<file path="config.mk">
export PLATFORM = sky130hd
export DESIGN_NAME = f779_seq
export DESIGN_NICKNAME = d
export VERILOG_FILES = /design/src/rtl/f779_seq.sv
export SDC_FILE = /design/constraint.sdc
export NUM_CORES = 1
export LEC_CHECK = 0
export ABC_AREA = 1
export CORE_MARGIN = 3
export CORE_UTILIZATION = 40
export CTS_CLUSTER_DIAMETER = 150
export CTS_CLUSTER_SIZE = 16
export DETAILED_ROUTE_END_ITERATION = 16
export GPL_ROUTABILITY_DRIVEN = 0
export GPL_TIMING_DRIVEN = 0
export PLACE_DENSITY_LB_ADDON = 0.2
export SYNTH_ARGS = -nofsm -noshare
export SYNTH_HDL_FRONTEND = slang
export SYNTH_SLANG_ARGS = --single-unit
</file>
<file path="constraint.sdc">
create_clock -name cp_i -period 5 [get_ports cp_i]
set_input_delay 1.5 -clock cp_i [delete_from_list [all_inputs] [get_ports cp_i]]
set_output_delay 1.5 -clock cp_i [all_outputs]
set_load 0.02 [all_outputs]
</file>
<file path="src/rtl/f779_seq.sv">
// Command sequencer for a 74F779 up/down counter sharing a 3-state I/O bus.
// Optional F779_SEQ_STOP_ON_TC_EN: end a COUNT right after the first ~TC low.
module f779_seq #(
    parameter int TURN_CYCLES = 1
) (
    input  logic       cp_i,
    input  logic       mr_n_i,
    input  logic       cmd_valid_i,
    output logic       cmd_ready_o,
    input  logic [1:0] cmd_op_i,
    input  logic [7:0] cmd_data_i,
    output logic       rsp_valid_o,
    input  logic       rsp_ready_i,
    output logic [7:0] rsp_data_o,
    output logic       rsp_tc_o,
    output logic       s0_o,
    output logic       s1_o,
    output logic       oe_n_o,
    output logic       cet_n_o,
    input  logic       tc_n_i,
    output logic [7:0] bus_o,
    output logic       bus_oe_o,
    input  logic [7:0] bus_i
);

    localparam logic [2:0] IDLE      = 3'd0;
    localparam logic [2:0] LOAD_WAIT = 3'd1;
    localparam logic [2:0] LOAD      = 3'd2;
    localparam logic [2:0] COUNT     = 3'd3;
    localparam logic [2:0] OE_WAIT   = 3'd4;
    localparam logic [2:0] READ      = 3'd5;
    localparam logic [2:0] RESP      = 3'd6;

    localparam logic [1:0] M_LOAD = 2'b00;
    localparam logic [1:0] M_DN   = 2'b01;
    localparam logic [1:0] M_UP   = 2'b10;
    localparam logic [1:0] M_HOLD = 2'b11;

    localparam logic [2:0] TURN = 3'(TURN_CYCLES);
    localparam logic [2:0] RD_LAST = 3'(TURN_CYCLES - 1);

    logic [2:0] state_q, state_d;
    logic [1:0] mode_q, mode_d;
    logic       oe_n_q, oe_n_d;
    logic       cet_n_q, cet_n_d;
    logic       bus_oe_q, bus_oe_d;
    logic [7:0] bus_q, bus_d;
    logic       rdy_q, rdy_d;
    logic       rsp_valid_q, rsp_valid_d;
    logic [7:0] rsp_data_q, rsp_data_d;
    logic       rsp_tc_q, rsp_tc_d;
    logic       tc_q, tc_d;
    logic [7:0] cnt_q, cnt_d;
    logic [7:0] n_q, n_d;
    logic [7:0] data_q, data_d;
    logic [2:0] rd_q, rd_d;
    logic [2:0] gap_q, gap_d;
    logic [7:0] steps;
    logic       tc_hit;
    logic       done;

    always_comb begin
        state_d     = state_q;
        mode_d      = mode_q;
        oe_n_d      = oe_n_q;
        cet_n_d     = cet_n_q;
        bus_oe_d    = bus_oe_q;
        bus_d       = bus_q;
        rdy_d       = rdy_q;
        rsp_valid_d = rsp_valid_q;
        rsp_data_d  = rsp_data_q;
        rsp_tc_d    = rsp_tc_q;
        tc_d        = tc_q;
        cnt_d       = cnt_q;
        n_d         = n_q;
        data_d      = data_q;
        rd_d        = rd_q;
        // Cycles since either side last released the bus, saturating.
        gap_d       = (gap_q == 3'd7) ? gap_q : gap_q + 3'd1;
        steps       = cnt_q + 8'd1;
        tc_hit      = !tc_n_i;
        done        = (steps == n_q);
`ifdef F779_SEQ_STOP_ON_TC_EN
        done        = done || tc_hit;
`endif
        case (state_q)
            IDLE: begin
                rdy_d = 1'b1;
                if (cmd_valid_i && rdy_q) begin
                    rdy_d  = 1'b0;
                    data_d = cmd_data_i;
                    case (cmd_op_i)
                        2'b00: state_d = LOAD_WAIT;
                        2'b11: state_d = OE_WAIT;
                        default: begin
                            if (cmd_data_i == 8'd0) begin
                                state_d     = RESP;
                                rsp_valid_d = 1'b1;
                                rsp_data_d  = 8'd0;
                                rsp_tc_d    = 1'b0;
                            end else begin
                                state_d = COUNT;
                                mode_d  = (cmd_op_i == 2'b01) ? M_UP : M_DN;
                                cet_n_d = 1'b0;
                                cnt_d   = 8'd0;
                                tc_d    = 1'b0;
                                n_d     = cmd_data_i;
                            end
                        end
                    endcase
                end
            end
            LOAD_WAIT: begin
                if (gap_q >= TURN) begin
                    bus_oe_d = 1'b1;
                    bus_d    = data_q;
                    mode_d   = M_LOAD;
                    state_d  = LOAD;
                end
            end
            LOAD: begin
                bus_oe_d    = 1'b0;
                bus_d       = 8'd0;
                mode_d      = M_HOLD;
                gap_d       = 3'd0;
                state_d     = RESP;
                rsp_valid_d = 1'b1;
                rsp_data_d  = 8'd0;
                rsp_tc_d    = 1'b0;
            end
            COUNT: begin
                if (done) begin
                    cet_n_d     = 1'b1;
                    mode_d      = M_HOLD;
                    state_d     = RESP;
                    rsp_valid_d = 1'b1;
                    rsp_data_d  = steps;
                    rsp_tc_d    = tc_q | tc_hit;
                end else begin
                    cnt_d = steps;
                    tc_d  = tc_q | tc_hit;
                end
            end
            OE_WAIT: begin
                if (gap_q >= TURN) begin
                    oe_n_d  = 1'b0;
                    rd_d    = 3'd0;
                    state_d = READ;
                end
            end
            READ: begin
                if (rd_q == RD_LAST) begin
                    oe_n_d      = 1'b1;
                    gap_d       = 3'd0;
                    state_d     = RESP;
                    rsp_valid_d = 1'b1;
                    rsp_data_d  = bus_i;
                    rsp_tc_d    = 1'b0;
                end else begin
                    rd_d = rd_q + 3'd1;
                end
            end
            RESP: begin
                if (rsp_ready_i) begin
                    rsp_valid_d = 1'b0;
                    rdy_d       = 1'b1;
                    state_d     = IDLE;
                end
            end
            default: state_d = IDLE;
        endcase
    end

    always_ff @(posedge cp_i or negedge mr_n_i) begin
        if (!mr_n_i) begin
            state_q     <= IDLE;
            mode_q      <= M_HOLD;
            oe_n_q      <= 1'b1;
            cet_n_q     <= 1'b1;
            bus_oe_q    <= 1'b0;
            bus_q       <= 8'd0;
            rdy_q       <= 1'b0;
            rsp_valid_q <= 1'b0;
            rsp_data_q  <= 8'd0;
            rsp_tc_q    <= 1'b0;
            tc_q        <= 1'b0;
            cnt_q       <= 8'd0;
            n_q         <= 8'd0;
            data_q      <= 8'd0;
            rd_q        <= 3'd0;
            gap_q       <= TURN;
        end else begin
            state_q     <= state_d;
            mode_q      <= mode_d;
            oe_n_q      <= oe_n_d;
            cet_n_q     <= cet_n_d;
            bus_oe_q    <= bus_oe_d;
            bus_q       <= bus_d;
            rdy_q       <= rdy_d;
            rsp_valid_q <= rsp_valid_d;
            rsp_data_q  <= rsp_data_d;
            rsp_tc_q    <= rsp_tc_d;
            tc_q        <= tc_d;
            cnt_q       <= cnt_d;
            n_q         <= n_d;
            data_q      <= data_d;
            rd_q        <= rd_d;
            gap_q       <= gap_d;
        end
    end

    assign cmd_ready_o = rdy_q;
    assign rsp_valid_o = rsp_valid_q;
    assign rsp_data_o  = rsp_data_q;
    assign rsp_tc_o    = rsp_tc_q;
    assign s0_o        = mode_q[0];
    assign s1_o        = mode_q[1];
    assign oe_n_o      = oe_n_q;
    assign cet_n_o     = cet_n_q;
    assign bus_o       = bus_q;
    assign bus_oe_o    = bus_oe_q;

endmodule

</file>
Word level (Yosys, flattened, before mapping)
Index checks and enable logic that the tools add are counted.

word-level totals
  register bits = 58
  bits in latches = 0
  bits in writable memories = 0
  ROM bits = 0
  bits of input ports = 23
  output and inout bits = 24
  logic and storage cells = 131
  memories = 0

cells by class
  add/subtract/negate cells = 3
  $mul = 0
  div/mod/pow operators = 0
  $lt $le $gt $ge = 1
  equality and inequality tests = 21
  shift operators = 0
  multiplexer cells = 61
  bitwise gates (word level) = 3
  reduce and logical (&&, ||, !) cells = 26

operator list
  kind                                                                   number
  8-bit 2-to-1 mux                                                       10
  3-bit 2-to-1 mux                                                       11
  8-bit one-hot mux with 2 select lines                                  2
  8-bit one-hot mux with 4 select lines                                  1
  2-bit inequality test, second input constant                           11
  3-bit one-hot mux with 7 select lines                                  1
  1-bit 2-to-1 mux                                                       19
  3-bit one-hot mux with 2 select lines                                  3
  6-bit AND reduction                                                    3
  3-bit equality test, second input constant                             4
  2-bit 2-to-1 mux                                                       6
  1-bit one-hot mux with 2 select lines                                  5
  5-bit AND reduction                                                    2
  8-bit by 1-bit adder with 8-bit output, second input constant          1
  8-bit equality test                                                    1
  8-bit zero test                                                        1
  2-bit one-hot mux with 4 select lines                                  1
  2-bit nonzero test                                                     4
  4-bit nonzero test                                                     2
  7-bit AND reduction                                                    1
  3-bit by 1-bit adder with 3-bit output, second input constant          2
  3-bit by 2-bit equality test with 1-bit output, second input constant  2
  3-bit zero test                                                        2
  2-bit AND reduction                                                    3
  other kinds (15)                                                       17

Depth between registers and ports, before layout
  depth in word-level cells = 6
  mapped depth = 15
  mapped depth without buffers = 14

Least setup slack after synthesis
No wires, ideal clock.

  path type = input to register
  start point = input cmd_op_i[1]
  end point = register tc_q
  setup time = 0.074 ns
  arrival time = 2.746 ns
  data required time = 4.926 ns
  slack = 2.180 ns
  stages on the path = 11
  path buffers = 1
  cell sequence = inv_1 > ha_1 > inv_1 > nor2_1 > nor2_1 > a21oi_2 > nand2_4 > nand2_4 > buf_6 > nand2_2 > o21ai_2

between the ends
  cells in the longest elaborated chain, start to end = 4
  elaborated cells on any way between the ends = 5
  classes of those cells = eq/ne: 2; reduce/logical: 3

RTL lines
  item                                                    RTL line  source
  start: declaration                                      10        input logic [1:0] cmd_op_i,
  2-bit equality test or 2-bit zero test (tied branches)  92        case (cmd_op_i)
  2-bit OR reduction (no source line) *                   --
  2-bit inequality test (no source line) *                --
  5-bit AND reduction (no source line) *                  --
  end signal: assignment                                  203       tc_q <= tc_d;
  end: declaration                                        52        logic tc_q, tc_d;

Mark *: on every way between the ends. The rest lies on a longest branch, timed or not.
A chain may end at the register's enable or synchronous reset.

Final worst setup path
  start point = input cmd_op_i[0]
  end point = register cnt_q[6]

between the ends
  cells in the longest elaborated chain, start to end = 4
  elaborated cells on any way between the ends = 5
  classes of those cells = eq/ne: 2; reduce/logical: 3

RTL lines
  item                                                    RTL line  source
  2-bit equality test or 2-bit zero test (tied branches)  92
  2-bit OR reduction (no source line) *                   --
  2-bit inequality test (no source line) *                --
  5-bit AND reduction (no source line) *                  --
  end signal: assignment                                  204       cnt_q <= cnt_d;
  end: declaration                                        53        logic [7:0] cnt_q, cnt_d;

Marked as above.

==> impl_summary.txt <==
----------------------------------------------------
[Outcome]
  Result of the run ... finished clean

[Power and ir drop]
  Clock power frac ... 0.215
  Leak pwr ... 0.00198 uW
  Sequential fraction of design power ... 0.335
  Int Pwr ... 1340 uW
  Switching Share ... 0.403
  Sw Pwr ... 906 uW
  P per Cell Area ... 555 nW/um2
  Peak ir drop on the vdd network ... 0.239 mV
  Combinational power share ... 0.449

[Clocking]
  Source-to-sink clock delay at the later pin of the worst-skew pair ... 0.33 ns
  H-tree levels ... 3
  Setup repair bufs after CTS ... 0
  Gates resized, CTS repair ... 0
  Root Buffer Master ... sky130_fd_sc_hd__clkbuf_8
  Maximum buffer depth of the clock tree ... 2
  Clock-pin slew on the worst setup and hold paths ... roughly 0.070 ns
  CTS Hold Buffers Added ... 0
  Clock tree from TritonCTS ... built
  CTS Buf Count ... 9
  Clock sink total ... 58

[Timing]
  Worst slew slack as a fraction of its limit ... 0.674
  Unrepaired setup endpoints after global routing ... no
  Final Hold Violating Endpoints ... 0
  Finish-stage setup viols ... 0
  Clock tree skew after final layout ... 0.00831 ns
  Transition time at the pin with the least slew margin ... 0.489 ns
  Number of slew-limit violations in the final report ... 0
  Max Fclk ... 302 MHz
  Post-layout minimum cycle time ... 3.31 ns
  Sum of negative setup slack ... 0 ns
  Period utilization ... 0.663

[Yosys]
  Yosys reg bits ... 58
  Flip-flop cell with the highest count after synthesis ... sky130_fd_sc_hd__dfrtp_1
  Post-Synthesis Net Count ... 433
  Fraction of registers with async set or reset after synthesis ... 1.00
  Count of different cell masters after synthesis ... 37
  Post-synthesis cell count ... 402
  Synth top cells by count ... sky130_fd_sc_hd__nand2_1 (106), sky130_fd_sc_hd__dfrtp_1 (53), sky130_fd_sc_hd__inv_1 (51)
  Synth area leader ... sky130_fd_sc_hd__dfrtp_1
  Yosys warnings ... 0
  Average cell area after synthesis ... 8.03 um2
  Most frequent cell after synthesis ... sky130_fd_sc_hd__nand2_1
  Sequential share of the synthesized area ... 0.452
  Fraction of synthesized cell area taken by the top area cell type ... 0.411
  Cell types occupying the most area after synthesis ... sky130_fd_sc_hd__dfrtp_1 (41%), sky130_fd_sc_hd__nand2_1 (12%), sky130_fd_sc_hd__inv_1 (5.9%), sky130_fd_sc_hd__o21ai_0 (5.0%), sky130_fd_sc_hd__nand3_1 (4.3%)
  Cell area after synthesis ... 3230 um2
  Number of enable flip-flop cells after synthesis ... 0

[Floorplanning]
  Die H ... 95.8 um
  Die width ... 95.8 um
  Starting Density ... 0.415
  Row cnt ... 32
  Die area ... between 9000 and 10000 um2
  Placeable Area ... around 7800 um2
  Boundary pin count ... 47

[Drt]
  Number of design-rule violations left by the first detailed-router iteration ... 80
  Vias ... 2741
  Wirelength per Cell ... 12.8 um
  Total length of routed wires ... 7260 um
  Pre-Repair DR Iteration Count ... 4
  DRC violations left ... 0
  Vias per cell ... slightly below 5
  Remaining antenna violation count after routing ... 0

[Critical path]
  Family of cells with the greatest summed delay on the critical path ... buffers and inverters
  CP max stage cell ... sky130_fd_sc_hd__clkdlybuf4s50_1
  Kind of critical path ... input pin to flop
  Crit path capture type ... flop
  Maximum single-stage delay on the critical path ... 0.53 ns
  Worst Path Arrival ... approximately 3.6 ns
  Worst Path Buf+Inv ... 4
  Worst-path maximum fanout ... 10
  Data required, critical path ... 5.27 ns
  Startpoint kind of the worst setup timing path ... input pin
  Cells traversed along the worst timing path ... clkdlybuf4s50_1, inv_1, ha_1, inv_1, nor2_1, nor2_1, a21oi_2, nand2_4, nand2_4, buf_6, nand2_2, o21ai_2

[Run]
  Max-cap violations ... 0

[Min path]
  Class of the tightest hold or removal check ... flop to flop

[Layout]
  Register area ... 1460 um2
  Number of fill cells in the layout ... 770
  Area of the multi-input gates ... 1490 um2
  Relative area change from synthesis to final layout ... 25.5%
  Final antenna diode count ... 0
  Number of nets at the end of the flow ... approximately 490
  Share of post-route cells with drive strength above 1 ... 0.138
  Number of non-filler instances in the completed layout ... around 570

[Global route]
  Maximum number of pins on one net before global-route repair ... about 40
  GR peak layer ... met2
  M1 GR Usage ... 0.240
  Overall overflow remaining after global route ... 0
  Total global routing track utilization ... 0.177
  Number of antenna violations at the first check in global routing ... 0
  GR Util met3 ... 0.0446
  Wire length of the first global-routing pass ... 12700 um
  Met2 track utilization from global routing ... 0.273
  Number of global-route vias before repair ... 2788

[Placed design]
  Number of placed instances with taps included ... roughly 550
  Count of buffers inserted at the top-level ports ... 46
  Half-perimeter wire length after placement ... around 5600 um

----------------------------------------------------
## routing by layer
| metal | vias to the layer above | share of wire |
|---|---|---|
| met5 | - | 0 |
| met4 | 0 | 0.014 |
| met3 | 10 | 0.043 |
| met2 | 46 | 0.46 |
| met1 | 1262 | 0.48 |
| li1 | 1423 | - |
## sequential cells by signal, indices dropped and copies added (netlist names), 2 cells and up
register	cells
bus_o	8
cnt_q	8
data_q	8
n_q	8
rsp_data_o	8
gap_q	3
rd_q	3
state_q	3
mode_q	2
## cell families after synthesis
family / count (synthesis) / share of synthesized area
flip-flops: 58 / 0.452
AND/OR/NAND/NOR: 206 / 0.304
buffers and inverters: 68 / 0.0857
XOR/XNOR: 6 / 0.0209
AO/OA/AOI/OAI: 56 / 0.107
adder cells (fa/ha/maj): 8 / 0.0310
## power by group through the flow
stage / Clock, uW / Sequential, uW / Combinational (uW)
2_1_floorplan: 0 / 826 / 624
4_1_cts: 497 / 756 / 1020
3_3_place_gp: 0 / 762 / 1000
6_report: 484 / 754 / 1010
3_5_place_dp: 0 / 764 / 1020
5_1_grt: 517 / 775 / 1140
## stage by stage
step	hold slack, ns	area [um2]	utilization	total power (uW)	setup slack [ns]
after floorplan	0.455	3230	-	1450	2.18
after global placement	0.453	3810	0.491	1760	0.512
after detailed placement	0.459	3830	0.493	1780	1.30
after CTS	0.473	4050	0.521	2280	1.66
after global routing	0.483	4050	0.521	2440	1.52
final	0.470	4050	0.521	2250	1.69
## worst min-delay path: stages (launching register included)
cell and delay [ns]:
sky130_fd_sc_hd__dfstp_2 0.37, sky130_fd_sc_hd__nand2_1 0.06, sky130_fd_sc_hd__nand2_1 0.04
## layout make-up
| class | count | share of cell area |
|---|---|---|
| flip-flops and latches | 58 | 0.360 |
| repair buffers | 47 | 0.117 |
| multi-input cells | 276 | 0.369 |
| plain buffers | 9 | 0.0136 |
| clock buffers | 11 | 0.0349 |
| well taps | 102 | 0.0315 |
| inverters | 59 | 0.0547 |
| clock inverters | 5 | 0.0192 |
## placed cells by master (no fill, tap or decap), drive strengths merged, types with 4 or more instances in the layout
master	n
dfrtp	53
buf	6
nand3	31
clkbuf	16
nand2	118
inv	57
ha	8
nand4	20
clkdlybuf4s50	45
dfstp	5
o21ai	41
nor2	34
a21oi	5
clkinv	4
## final timing paths
kind                                       start                     to  slack, ns  cells past startpoint
hold reg to reg            mode_q[0]$_DFFE_PN1P_  mode_q[0]$_DFFE_PN1P_       0.47                      2
min in group asynchronous                 mr_n_i   rsp_tc_o$_DFFE_PN0P_       1.11                      1
setup reg to reg            cnt_q[0]$_DFFE_PN0P_   cnt_q[6]$_DFFE_PN0P_       2.80                     12
max in group asynchronous                 mr_n_i     oe_n_o$_DFFE_PN1P_       3.26                      2
setup / recovery                     cmd_op_i[0]   cnt_q[6]$_DFFE_PN0P_       1.69                     12
hold / removal             mode_q[0]$_DFFE_PN1P_  mode_q[0]$_DFFE_PN1P_       0.47                      2
Power figures use the tool's default switching activity.
==> edit: new RTL, config.mk and constraints unchanged <==
The option `F779_SEQ_STOP_ON_TC_EN` is turned on by a define.
--- a/src/rtl/f779_seq.sv
+++ b/src/rtl/f779_seq.sv
@@ -2,2 +2,4 @@
 // Optional F779_SEQ_STOP_ON_TC_EN: end a COUNT right after the first ~TC low.
+`define F779_SEQ_STOP_ON_TC_EN
+
 module f779_seq #(
Function: changed (Yosys sat finds a counterexample within 4 cycles, from zero or initial values).
==> edit against the unedited design <==
- synthesized area decreased by 2.3%
- power up 3.6%
- final area is 1.9% lower
- critical endpoint is now rsp_data_o[0]
- largest power group unchanged
- die area shrank 2.2%
- maximum frequency grew 4.2%
- setup slack better by 130 ps
- clock skew up 1.6 ps
- sequential cell count unchanged
- highest routed layer unchanged
- routed wire length up 4.4%
==> edit: results <==
group,metric,value,unit
status,status,"finished clean",
cells_and_area,seq_cells,58,
global_route,grtUsageTotal,18.9,%
cells_and_area,clk_share,5.52,%
cells_and_area,multi_input_area,0.00141,mm²
global_route,grt_pass1_wl,13.1,mm
setup_path,critPathTopFamily,"simple AND/OR/NAND/NOR gates",
detailed_routing,drt-initial-drc-count,150,
placed_design,post-dp-hpwl,5.66,mm
cells_and_area,sh_seq_area,36.7,%
cells_and_area,drive_above_1_share,9.40,%
cells_and_area,buffers_excl_clock,57,
pwr,peakVddDrop,227,µV
yosys,ys_seq_area_share,46.2,%
yosys,synth.top_cells.by_area,"dfrtp_1 (42%), nand2_1 (13%), inv_1 (6.9%)",
cells_and_area,multi_input_gates,277,
yosys,avgSynthCellArea,7.78,µm²
yosys,synthAdderAreaFrac,3.18,%
detailed_routing,wl_per_cell,13.4,µm
cells_and_area,nonClkBufAreaFrac,13.4,%
setup_path,critPathMaxStageDelay,500,ps
global_route,grt_max_degree,36,
yosys,synth.distinct_cells,34,
cells_and_area,n_all_inverters,60,
timing,slew_headroom,57.7,%
detailed_routing,viasPerCell,5.00,
cells_and_area,finalNetCount,494,
## edit: cells by family after synthesis
family                     after synthesis
and+or+nand+nor                        202
buffers and inverters                   70
AOI/OAI and AO/OA                       63
DFF                                     58
adders and majority gates                8
xor gates and xnor gates                 4
## edit: worst min-delay path: cells and delay by family (launching register included)
family / cells / cell delay [ps]
and+or+nand+nor: 2 / 90
DFF: 1 / 350
## edit: worst paths after layout
path,to,cells after the start,slack [ps],from
max,rsp_data_o[0],9,1820,cmd_data_i[3]
min,rsp_data_o[5],2,470,rsp_data_o[5]
max reg2reg,rsp_valid_o,13,2790,cnt_q[0]
min reg2reg,rsp_data_o[5],2,470,rsp_data_o[5]
max in group asynchronous,n_q[7],2,3260,mr_n_i
min in group asynchronous,rsp_tc_o,1,1140,mr_n_i
## edit: per-layer routing
metal,wire [µm],part of all wire [%],vias to the layer above,track usage [%]
li1,-,-,1421,-
met1,3530,47,1326,25.6
met2,3540,47,76,28.9
met3,375,4.9,12,3.75
met4,129,1.7,0,9.25
met5,0,0,-,0
## edit: through the flow
| stage | power, mW | hold slack, ps | util (%) |
|---|---|---|---|
| 2_1_floorplan | 1.50 | 462 | - |
| 3_3_place_gp | 1.83 | 453 | 50.2 |
| 3_5_place_dp | 1.85 | 458 | 50.4 |
| 4_1_cts | 2.35 | 473 | 53.3 |
| 5_1_grt | 2.54 | 493 | 53.3 |
| 6_report | 2.33 | 470 | 53.3 |
## edit: where the power goes
| group | switching, mW | leakage, nW | internal [mW] | total [mW] |
|---|---|---|---|---|
| sequential | 0.129 | 0.741 | 0.670 | 0.799 |
| clock | 0.198 | 0.109 | 0.293 | 0.491 |
| combinational | 0.635 | 1.11 | 0.406 | 1.04 |
